--- config.mk ---
export PLATFORM = sky130hd
export DESIGN_NAME = uram_rd_arbiter_flat
export DESIGN_NICKNAME = d
export VERILOG_FILES = /design/src/rtl/uram_rd_arbiter_if.sv /design/src/rtl/uram_rd_arbiter.sv /design/src/flat_wrapper.sv
export SDC_FILE = /design/constraint.sdc
export NUM_CORES = 1
export LEC_CHECK = 0
export ABC_AREA = 1
export CAP_MARGIN = 10
export CORE_MARGIN = 2
export CORE_UTILIZATION = 35
export DETAILED_ROUTE_END_ITERATION = 16
export PLACE_DENSITY = 0.67
export SLEW_MARGIN = 40
export SYNTH_ARGS = -nofsm -noshare
export SYNTH_HDL_FRONTEND = slang
export SYNTH_SLANG_ARGS = --single-unit
--- constraint.sdc ---
create_clock -name clk -period 1.4 [get_ports clk]
set_input_delay 0.21 -clock clk [delete_from_list [all_inputs] [get_ports clk]]
set_output_delay 0.21 -clock clk [all_outputs]
set_load 0.005 [all_outputs]
--- src/rtl/uram_rd_arbiter_if.sv ---
// Read-port bundle shared by the two requesters, the arbiter
// and the URAM read port (addr_b / dout_b side).
interface uram_rd_arbiter_if #(
   parameter int DATA_WIDTH = 32,
   parameter int ADDR_WIDTH = 14
);
   logic                  rd0_req;
   logic [ADDR_WIDTH-1:0] rd0_addr;
   logic                  rd0_gnt;
   logic                  rd0_rsp_vld;
   logic [DATA_WIDTH-1:0] rd0_rsp_data;

   logic                  rd1_req;
   logic [ADDR_WIDTH-1:0] rd1_addr;
   logic                  rd1_gnt;
   logic                  rd1_rsp_vld;
   logic [DATA_WIDTH-1:0] rd1_rsp_data;

   logic                  mem_addr_vld;
   logic [ADDR_WIDTH-1:0] mem_addr;
   logic                  mem_dout_vld;
   logic [DATA_WIDTH-1:0] mem_dout;

   logic                  err_orphan;
   logic                  err_missing;

   modport slave (
      input  rd0_req,
      input  rd0_addr,
      output rd0_gnt,
      output rd0_rsp_vld,
      output rd0_rsp_data,
      input  rd1_req,
      input  rd1_addr,
      output rd1_gnt,
      output rd1_rsp_vld,
      output rd1_rsp_data,
      output mem_addr_vld,
      output mem_addr,
      input  mem_dout_vld,
      input  mem_dout,
      output err_orphan,
      output err_missing
   );

   modport master (
      output rd0_req,
      output rd0_addr,
      input  rd0_gnt,
      input  rd0_rsp_vld,
      input  rd0_rsp_data,
      output rd1_req,
      output rd1_addr,
      input  rd1_gnt,
      input  rd1_rsp_vld,
      input  rd1_rsp_data,
      input  mem_addr_vld,
      input  mem_addr,
      output mem_dout_vld,
      output mem_dout,
      input  err_orphan,
      input  err_missing
   );
endinterface

--- src/rtl/uram_rd_arbiter.sv ---
// Round-robin sharing of one URAM read port between two requesters,
// with an ID tag pipe that steers returned words and checks the stream.
module uram_rd_arbiter #(
   parameter int DATA_WIDTH = 32,
   parameter int ADDR_WIDTH = 14,
   parameter int RD_LATENCY = 3
) (
   input logic              clk,
   input logic              rst_n,
   uram_rd_arbiter_if.slave bus
);

   typedef struct packed {
      logic vld;
      logic id;
   } tag_t;

   localparam int BW = $clog2(RD_LATENCY + 2);
   localparam logic [BW-1:0] BLANK_INIT = BW'(RD_LATENCY + 1);

   logic                  last_id_q;
   logic                  gnt0;
   logic                  gnt1;
   logic                  gnt_any;
   logic                  both;
   logic                  only0;
   logic                  only1;

   logic                  iss_vld_q;
   logic                  iss_id_q;
   logic [ADDR_WIDTH-1:0] iss_addr_q;

   tag_t                  tag_q [RD_LATENCY];
   tag_t                  slot;

   logic [BW-1:0]         blank_q;
   logic                  blanking;
   logic                  dout_ok;
   logic                  deliver;
   logic                  orphan;
   logic                  missing;

   logic                  rd0_vld_q;
   logic                  rd1_vld_q;
   logic [DATA_WIDTH-1:0] rd0_data_q;
   logic [DATA_WIDTH-1:0] rd1_data_q;
   logic                  err_orphan_q;
   logic                  err_missing_q;

   assign both  = bus.rd0_req & bus.rd1_req;
   assign only0 = bus.rd0_req & ~bus.rd1_req;
   assign only1 = ~bus.rd0_req & bus.rd1_req;

   // On contention the requester not granted last wins.
   always_comb begin
      gnt0 = 1'b0;
      gnt1 = 1'b0;
      unique case (1'b1)
         both: begin
            gnt0 = last_id_q;
            gnt1 = ~last_id_q;
         end
         only0:   gnt0 = 1'b1;
         only1:   gnt1 = 1'b1;
         default: ;
      endcase
   end

   assign gnt_any = gnt0 | gnt1;

   always_ff @(posedge clk or negedge rst_n) begin
      if (!rst_n) begin
         last_id_q <= 1'b1;
      end else if (gnt_any) begin
         last_id_q <= gnt1;
      end
   end

   always_ff @(posedge clk or negedge rst_n) begin
      if (!rst_n) begin
         iss_vld_q  <= 1'b0;
         iss_id_q   <= 1'b0;
         iss_addr_q <= '0;
      end else begin
         iss_vld_q <= gnt_any;
         if (gnt_any) begin
            iss_id_q   <= gnt1;
            iss_addr_q <= gnt1 ? bus.rd1_addr : bus.rd0_addr;
         end
      end
   end

   // Slot leaving the pipe lines up with the RAM return of the same read.
   always_ff @(posedge clk or negedge rst_n) begin
      if (!rst_n) begin
         for (int i = 0; i < RD_LATENCY; i++) begin
            tag_q[i] <= '0;
         end
      end else begin
         tag_q[0] <= '{vld: iss_vld_q, id: iss_id_q};
         for (int i = 1; i < RD_LATENCY; i++) begin
            tag_q[i] <= tag_q[i-1];
         end
      end
   end

   assign slot = tag_q[RD_LATENCY-1];

   // Returns of reads issued before reset can still arrive while blanking.
   always_ff @(posedge clk or negedge rst_n) begin
      if (!rst_n) begin
         blank_q <= BLANK_INIT;
      end else if (blank_q != '0) begin
         blank_q <= blank_q - 1'b1;
      end
   end

   assign blanking = (blank_q != '0);
   assign dout_ok  = bus.mem_dout_vld & ~blanking;
   assign deliver  = slot.vld & dout_ok;
   assign orphan   = dout_ok & ~slot.vld;
   assign missing  = slot.vld & ~bus.mem_dout_vld;

   always_ff @(posedge clk or negedge rst_n) begin
      if (!rst_n) begin
         rd0_vld_q     <= 1'b0;
         rd1_vld_q     <= 1'b0;
         rd0_data_q    <= '0;
         rd1_data_q    <= '0;
         err_orphan_q  <= 1'b0;
         err_missing_q <= 1'b0;
      end else begin
         rd0_vld_q <= deliver & ~slot.id;
         rd1_vld_q <= deliver & slot.id;
         if (deliver & ~slot.id) begin
            rd0_data_q <= bus.mem_dout;
         end
         if (deliver & slot.id) begin
            rd1_data_q <= bus.mem_dout;
         end
         if (orphan) begin
            err_orphan_q <= 1'b1;
         end
         if (missing) begin
            err_missing_q <= 1'b1;
         end
      end
   end

   assign bus.rd0_gnt      = gnt0;
   assign bus.rd1_gnt      = gnt1;
   assign bus.rd0_rsp_vld  = rd0_vld_q;
   assign bus.rd1_rsp_vld  = rd1_vld_q;
   assign bus.rd0_rsp_data = rd0_data_q;
   assign bus.rd1_rsp_data = rd1_data_q;
   assign bus.mem_addr_vld = iss_vld_q;
   assign bus.mem_addr     = iss_addr_q;
   assign bus.err_orphan   = err_orphan_q;
   assign bus.err_missing  = err_missing_q;

endmodule

--- src/flat_wrapper.sv ---
// flat-port wrapper written by rule: the top's interface ports become plain ports
module uram_rd_arbiter_flat 
#(
   parameter int DATA_WIDTH = 32,
   parameter int ADDR_WIDTH = 14,
   parameter int RD_LATENCY = 3
)
  (clk, rst_n, bus_rd0_req, bus_rd0_addr, bus_rd0_gnt, bus_rd0_rsp_vld, bus_rd0_rsp_data, bus_rd1_req, bus_rd1_addr, bus_rd1_gnt, bus_rd1_rsp_vld, bus_rd1_rsp_data, bus_mem_addr_vld, bus_mem_addr, bus_mem_dout_vld, bus_mem_dout, bus_err_orphan, bus_err_missing);
  uram_rd_arbiter_if #(.DATA_WIDTH(DATA_WIDTH), .ADDR_WIDTH(ADDR_WIDTH)) bus_i ();
  input logic clk;
  input logic rst_n;
  input wire logic [$bits(bus_i.rd0_req)-1:0] bus_rd0_req;
  input wire logic [$bits(bus_i.rd0_addr)-1:0] bus_rd0_addr;
  output wire logic [$bits(bus_i.rd0_gnt)-1:0] bus_rd0_gnt;
  output wire logic [$bits(bus_i.rd0_rsp_vld)-1:0] bus_rd0_rsp_vld;
  output wire logic [$bits(bus_i.rd0_rsp_data)-1:0] bus_rd0_rsp_data;
  input wire logic [$bits(bus_i.rd1_req)-1:0] bus_rd1_req;
  input wire logic [$bits(bus_i.rd1_addr)-1:0] bus_rd1_addr;
  output wire logic [$bits(bus_i.rd1_gnt)-1:0] bus_rd1_gnt;
  output wire logic [$bits(bus_i.rd1_rsp_vld)-1:0] bus_rd1_rsp_vld;
  output wire logic [$bits(bus_i.rd1_rsp_data)-1:0] bus_rd1_rsp_data;
  output wire logic [$bits(bus_i.mem_addr_vld)-1:0] bus_mem_addr_vld;
  output wire logic [$bits(bus_i.mem_addr)-1:0] bus_mem_addr;
  input wire logic [$bits(bus_i.mem_dout_vld)-1:0] bus_mem_dout_vld;
  input wire logic [$bits(bus_i.mem_dout)-1:0] bus_mem_dout;
  output wire logic [$bits(bus_i.err_orphan)-1:0] bus_err_orphan;
  output wire logic [$bits(bus_i.err_missing)-1:0] bus_err_missing;
  assign bus_i.rd0_req = bus_rd0_req;
  assign bus_i.rd0_addr = bus_rd0_addr;
  assign bus_rd0_gnt = bus_i.rd0_gnt;
  assign bus_rd0_rsp_vld = bus_i.rd0_rsp_vld;
  assign bus_rd0_rsp_data = bus_i.rd0_rsp_data;
  assign bus_i.rd1_req = bus_rd1_req;
  assign bus_i.rd1_addr = bus_rd1_addr;
  assign bus_rd1_gnt = bus_i.rd1_gnt;
  assign bus_rd1_rsp_vld = bus_i.rd1_rsp_vld;
  assign bus_rd1_rsp_data = bus_i.rd1_rsp_data;
  assign bus_mem_addr_vld = bus_i.mem_addr_vld;
  assign bus_mem_addr = bus_i.mem_addr;
  assign bus_i.mem_dout_vld = bus_mem_dout_vld;
  assign bus_i.mem_dout = bus_mem_dout;
  assign bus_err_orphan = bus_i.err_orphan;
  assign bus_err_missing = bus_i.err_missing;
  uram_rd_arbiter #(.DATA_WIDTH(DATA_WIDTH), .ADDR_WIDTH(ADDR_WIDTH), .RD_LATENCY(RD_LATENCY)) u_core (.clk(clk), .rst_n(rst_n), .bus(bus_i));
endmodule
======== Yosys cells after proc, flatten, opt, wreduce, memory -nomap -nowiden ========
Index checks and enable logic that the tools add are counted.
storage, ports and cells
  register bits ........................... 94
  input port bits ......................... 65
  logic and storage cells ................. 39
cells by class
  add/sub/neg operators ................... 1
  muxes and demuxes ....................... 3
  bitwise logic cells ..................... 17
  reductions and logical operators ........ 1
operator list
  cell                 count
  $mux 14              1
  $and 1x1->1          9
  $not 1->1            7
  $pmux 1 s2           2
  $reduce_bool 3->1    1
  $sub 3x1->3 const B  1
  $or 1x1->1           1

======== Logic depth before layout (Yosys ltp) ========
Gate-level depths: netlist of the first run.
  depth after elaboration ................. 5
  depth in mapped cells ................... 8

======== Least setup slack after synthesis of the first run ========
No wires, ideal clock.
  path kind ............................... register -> register
  from .................................... reg u_core.blank_q[0]
  to ...................................... reg u_core.rd0_data_q[22] (netlist: u_core.bus.rd0_rsp_data[22])
  library setup time ...................... 117 ps
  arrival ................................. 1,278 ps
  data required time ...................... 1,283 ps
  setup slack ............................. 5 ps
  stages on the path, launching flop included .. 9
  buffers on the path ..................... 1
  period minus slack after synthesis ...... 1,395 ps
  path through ............................ dfrtp_1 > inv_1 > ha_1 > inv_1 > nor2_4 > nand4_2 > buf_1 > nand2_1 > nand2_1
between the ends
  cells in the longest elaborated chain, start to end .. 5
ends and longest elaborated chain
  element                 RTL line                text
  start, declared         uram_rd_arbiter.sv:36   logic [BW-1:0] blank_q;
  start signal, assigned  uram_rd_arbiter.sv:114  blank_q <= blank_q - 1'b1;
  $reduce_bool 3->1       uram_rd_arbiter.sv:118  assign blanking = (blank_q != '0);
  $not 1->1               uram_rd_arbiter.sv:119  assign dout_ok = bus.mem_dout_vld & ~blanking;
  $and 1x1->1             uram_rd_arbiter.sv:119
  $and 1x1->1             uram_rd_arbiter.sv:120  assign deliver = slot.vld & dout_ok;
  $and 1x1->1             uram_rd_arbiter.sv:135  if (deliver & ~slot.id) begin
  end signal, assigned    uram_rd_arbiter.sv:136  rd0_data_q <= bus.mem_dout;
  end, declared           uram_rd_arbiter.sv:45   logic [DATA_WIDTH-1:0] rd0_data_q;
No other way between the ends.
A chain may end at the register's enable or synchronous reset.

======== Worst setup path in the final report of the first run ========
  from .................................... reg u_core.blank_q[1]
  to ...................................... reg u_core.rd1_data_q[1] (netlist: u_core.bus.rd1_rsp_data[1])
between the ends
  cells in the longest elaborated chain, start to end .. 5
ends and longest elaborated chain
  element               RTL line                text
  $reduce_bool 3->1     uram_rd_arbiter.sv:118
  $not 1->1             uram_rd_arbiter.sv:119
  $and 1x1->1           uram_rd_arbiter.sv:119
  $and 1x1->1           uram_rd_arbiter.sv:120
  $and 1x1->1           uram_rd_arbiter.sv:138  if (deliver & slot.id) begin
  end signal, assigned  uram_rd_arbiter.sv:139  rd1_data_q <= bus.mem_dout;
  end, declared         uram_rd_arbiter.sv:46   logic [DATA_WIDTH-1:0] rd1_data_q;
No other way between the ends.

==> metrics.cfg, run 1 <==
[clocking]
cts_buffers = 9
cts.sinks = 94
htreeDepth = 3
clkTransAtPathRegs_ns = 0.09
cts_tree = yes
clock_path_buffers = 2
root_buffer = clkbuf_8
clk_latency_ns = 0.35

[power_and_ir_drop]
switching_share_pct = 30.1
power.switching_mw = 2.11
p_clk_share_pct = 23.1
pwr_density_cell_nw_per_um2 = 1140
peakVddDrop_v = 0.000494
p_int_mw = 4.90
seqPwrFrac_pct = 48.7
power_frac_comb_pct = 28.2
p_leak_nw = 3.14

[detailed_routing]
ant_nets = 0
dr.pass1.iters = 4
wl_um = 11000
routedWlPerCell_um = 15.0
drc = 0
vias_per_cell = 4.75
vias = 3464
drtIter0Drc = 169

[timing]
min_period_ns = 1.43
worst_slack_ns = -0.0318
finalCritPeriodShare_pct = 102
hold_violations = 0
finClkSkew_ns = 0.0116
setup_viol = 13
slew_viol_final = 0
fmax_mhz = 698
rsz0062_at_grt = yes
hold_ws_ns = 0.354
worstMarginPinSlew_ns = 0.523
slew_headroom_pct = 65.1

[outcome]
status = finished, violations left
violations = setup timing

[final_layout]
final_cell_area_um2 = 6180
nets = 655
antenna_cells = 0
fin_util_pct = 60.1
syn_to_final_growth_pct = 67.3
drive_above_1_share_pct = 23.8

[grt]
grt_max_degree = 95
grt_pass1_vias = 3323
overflow = 0
grt_antenna_before_repair = 0
grt_pass1_wl_um = 16300
gr-usage-all-layers_pct = 18.4

[logic_synthesis]
seq_area_frac_synth_pct = 63.8
synth_cells = 396
synth_area_um2 = 3690
syn_nets = 463
ys_warn_count = 0
syn_avg_cell_area_um2 = 9.32
synth_seq_cells = 94
ys_types = 20

[setup_path]
r2r_setup_slack_ns = -0.03
required_ns = 1.64
crit_path_start_kind = flop
slowest_stage = dfrtp_1
crit_path_frequent_cell = nand2_1
critPathBufInv = 3
end_kind = flop
arrival_ns = 1.67
cp_top_family = simple AND/OR/NAND/NOR gates
worstPathMaxFanout = 6
crit_chain = inv_2 -> ha_4 -> inv_4 -> nor2_4 -> nand4_4 -> clkbuf_16 -> nand2_1 -> nand2_1
critPathMaxStageDelay_ns = 0.40
critPathKind = reg -> reg

[placed_design]
io_buffers = 149
dp_hpwl_um = 6980
gp_congestion = 0.754
placed_area_um2 = 5450

[run]
drv_cap = 0

[floorplan]
core-area_um2 = 10300
ioPinCount = 150
floorplan.initialDensity_pct = 35.9
dieArea_um2 = 11400
die_h_um = 107
fp.dieW_um = 107
core.rowCount = 37

[hold_path]
hold_class = reg -> reg

final timing paths:
kind,start,endpoint,cells past startpoint
max,u_core.blank_q[1]$_DFFE_PN0P_,u_core.bus.rd1_rsp_data[1]$_DFFE_PN0P_,8
min,u_core.tag_q[4]$_DFF_PN0_,u_core.tag_q[2]$_DFF_PN0_,0
max reg2reg,u_core.blank_q[1]$_DFFE_PN0P_,u_core.bus.rd1_rsp_data[1]$_DFFE_PN0P_,8
min reg2reg,u_core.tag_q[4]$_DFF_PN0_,u_core.tag_q[2]$_DFF_PN0_,0
max in group asynchronous,rst_n,u_core.blank_q[2]$_DFFE_PN1P_,3
min in group asynchronous,rst_n,u_core.bus.rd1_rsp_data[3]$_DFFE_PN0P_,3
flip-flops by register name (all words and copies together) (netlist names):
register	cells
u_core.bus.rd0_rsp_data	32
u_core.bus.rd1_rsp_data	32
u_core.bus.mem_addr	14
u_core.tag_q	4
u_core.blank_q	3
u_core.slot	2
u_core.bus.err_missing	1
u_core.bus.err_orphan	1
u_core.bus.mem_addr_vld	1
u_core.bus.rd0_rsp_vld	1
u_core.bus.rd1_rsp_vld	1
u_core.iss_id_q	1
u_core.last_id_q	1
per-stage QoR:
stage	instances	worst slack, ns	total power, mW	setup TNS, ns
after floorplan	396	0.00478	4.00	0
after global placement	682	-0.253	5.34	-3.92
after detailed placement	682	-0.264	5.39	-4.71
after CTS	725	-0.0554	6.92	-0.377
after global routing	729	-0.110	7.42	-3.90
final	729	-0.0318	7.02	-0.145
area by class of cell:
class                      count  area (um^2)
clock buffer                  10          128
clock inverter                 6         46.3
fill                         904         4100
inverter                      12         47.5
multi-input combinational    268         1440
sequential                    94         2350
tap                          136          170
timing repair buffer         203         1990
cell usage after synthesis (all sizes together):
cell	count	area (um^2)
nand4	2	25.0
nand2	171	642
o21bai	2	15.0
dfstp	2	52.6
clkbuf	11	41.3
nand3	79	395
nor2	6	37.5
buf	11	66.3
xor2	1	8.76
a21oi	3	22.5
xnor2	1	8.76
ha	2	25.0
dfrtp	92	2300
o21ai	1	5.00
inv	12	45.1
worst register-to-register path, stage by stage (launching register included):
cell and delay (ns):
dfrtp_1 0.40, inv_2 0.08, ha_4 0.17, inv_4 0.04
nor2_4 0.12, nand4_4 0.17, clkbuf_16 0.22, nand2_1 0.07
nand2_1 0.05
power by group through the flow:
stage	registers (mW)	logic (mW)	clock network [mW]
global placement	3.45	1.89	0
finish	3.42	1.98	1.62
global route	3.48	2.17	1.77
detailed placement	3.47	1.92	0
floorplan	3.48	0.520	0
CTS	3.39	1.87	1.66
what timing repair did:
action / CTS / global route
resized for setup: 112 / 59
setup endpoints to repair: 122 / 65
gates cloned: 3 / 5
hold endpoints to repair: 92 / 0
pin swaps: 17 / 26
buffers inserted: 23 / 3
hold buffers: 1 / 0
cell usage in the layout, fill, tap and decap left out, types with 4 or more instances in the layout:
master,n
dfrtp_1,92
nand2_1,151
nand3_1,49
clkdlybuf4s50_1,63
nand2_2,17
nand3_2,29
dlygate4sd2_1,83
clkbuf_8,9
buf_6,5
buf_4,35
nor2_1,4
buf_12,7
inv_2,10
clkbuf_16,4
logic make-up (layout without fill, tap and decap cells):
group | after synthesis | after routing | synth area share (%)
AND/OR/NAND/NOR | 258 | 258 | 29.8
buffers and inverters | 34 | 231 | 4.13
flip-flops | 94 | 94 | 63.8
XOR/XNOR | 2 | 2 | 0.475
AO/OA/AOI/OAI | 6 | 6 | 1.15
adder cells (fa/ha/maj) | 2 | 2 | 0.678
layer usage:
| layer | wire (um) | GRT usage [%] |
|---|---|---|
| met4 | 191 | 7.33 |
| met5 | 0 | 0 |
| met2 | 5240 | 30.1 |
| met3 | 935 | 5.53 |
| met1 | 4600 | 22.7 |
Note: power is estimated with default switching activity, not from simulation.
==> inputs of run 2 (changes only) <==
Settings changed: CTS_CLUSTER_DIAMETER set to 200.
==> results of run 2 <==
No change in the layout: final DEF, timing and power equal those of run 1.
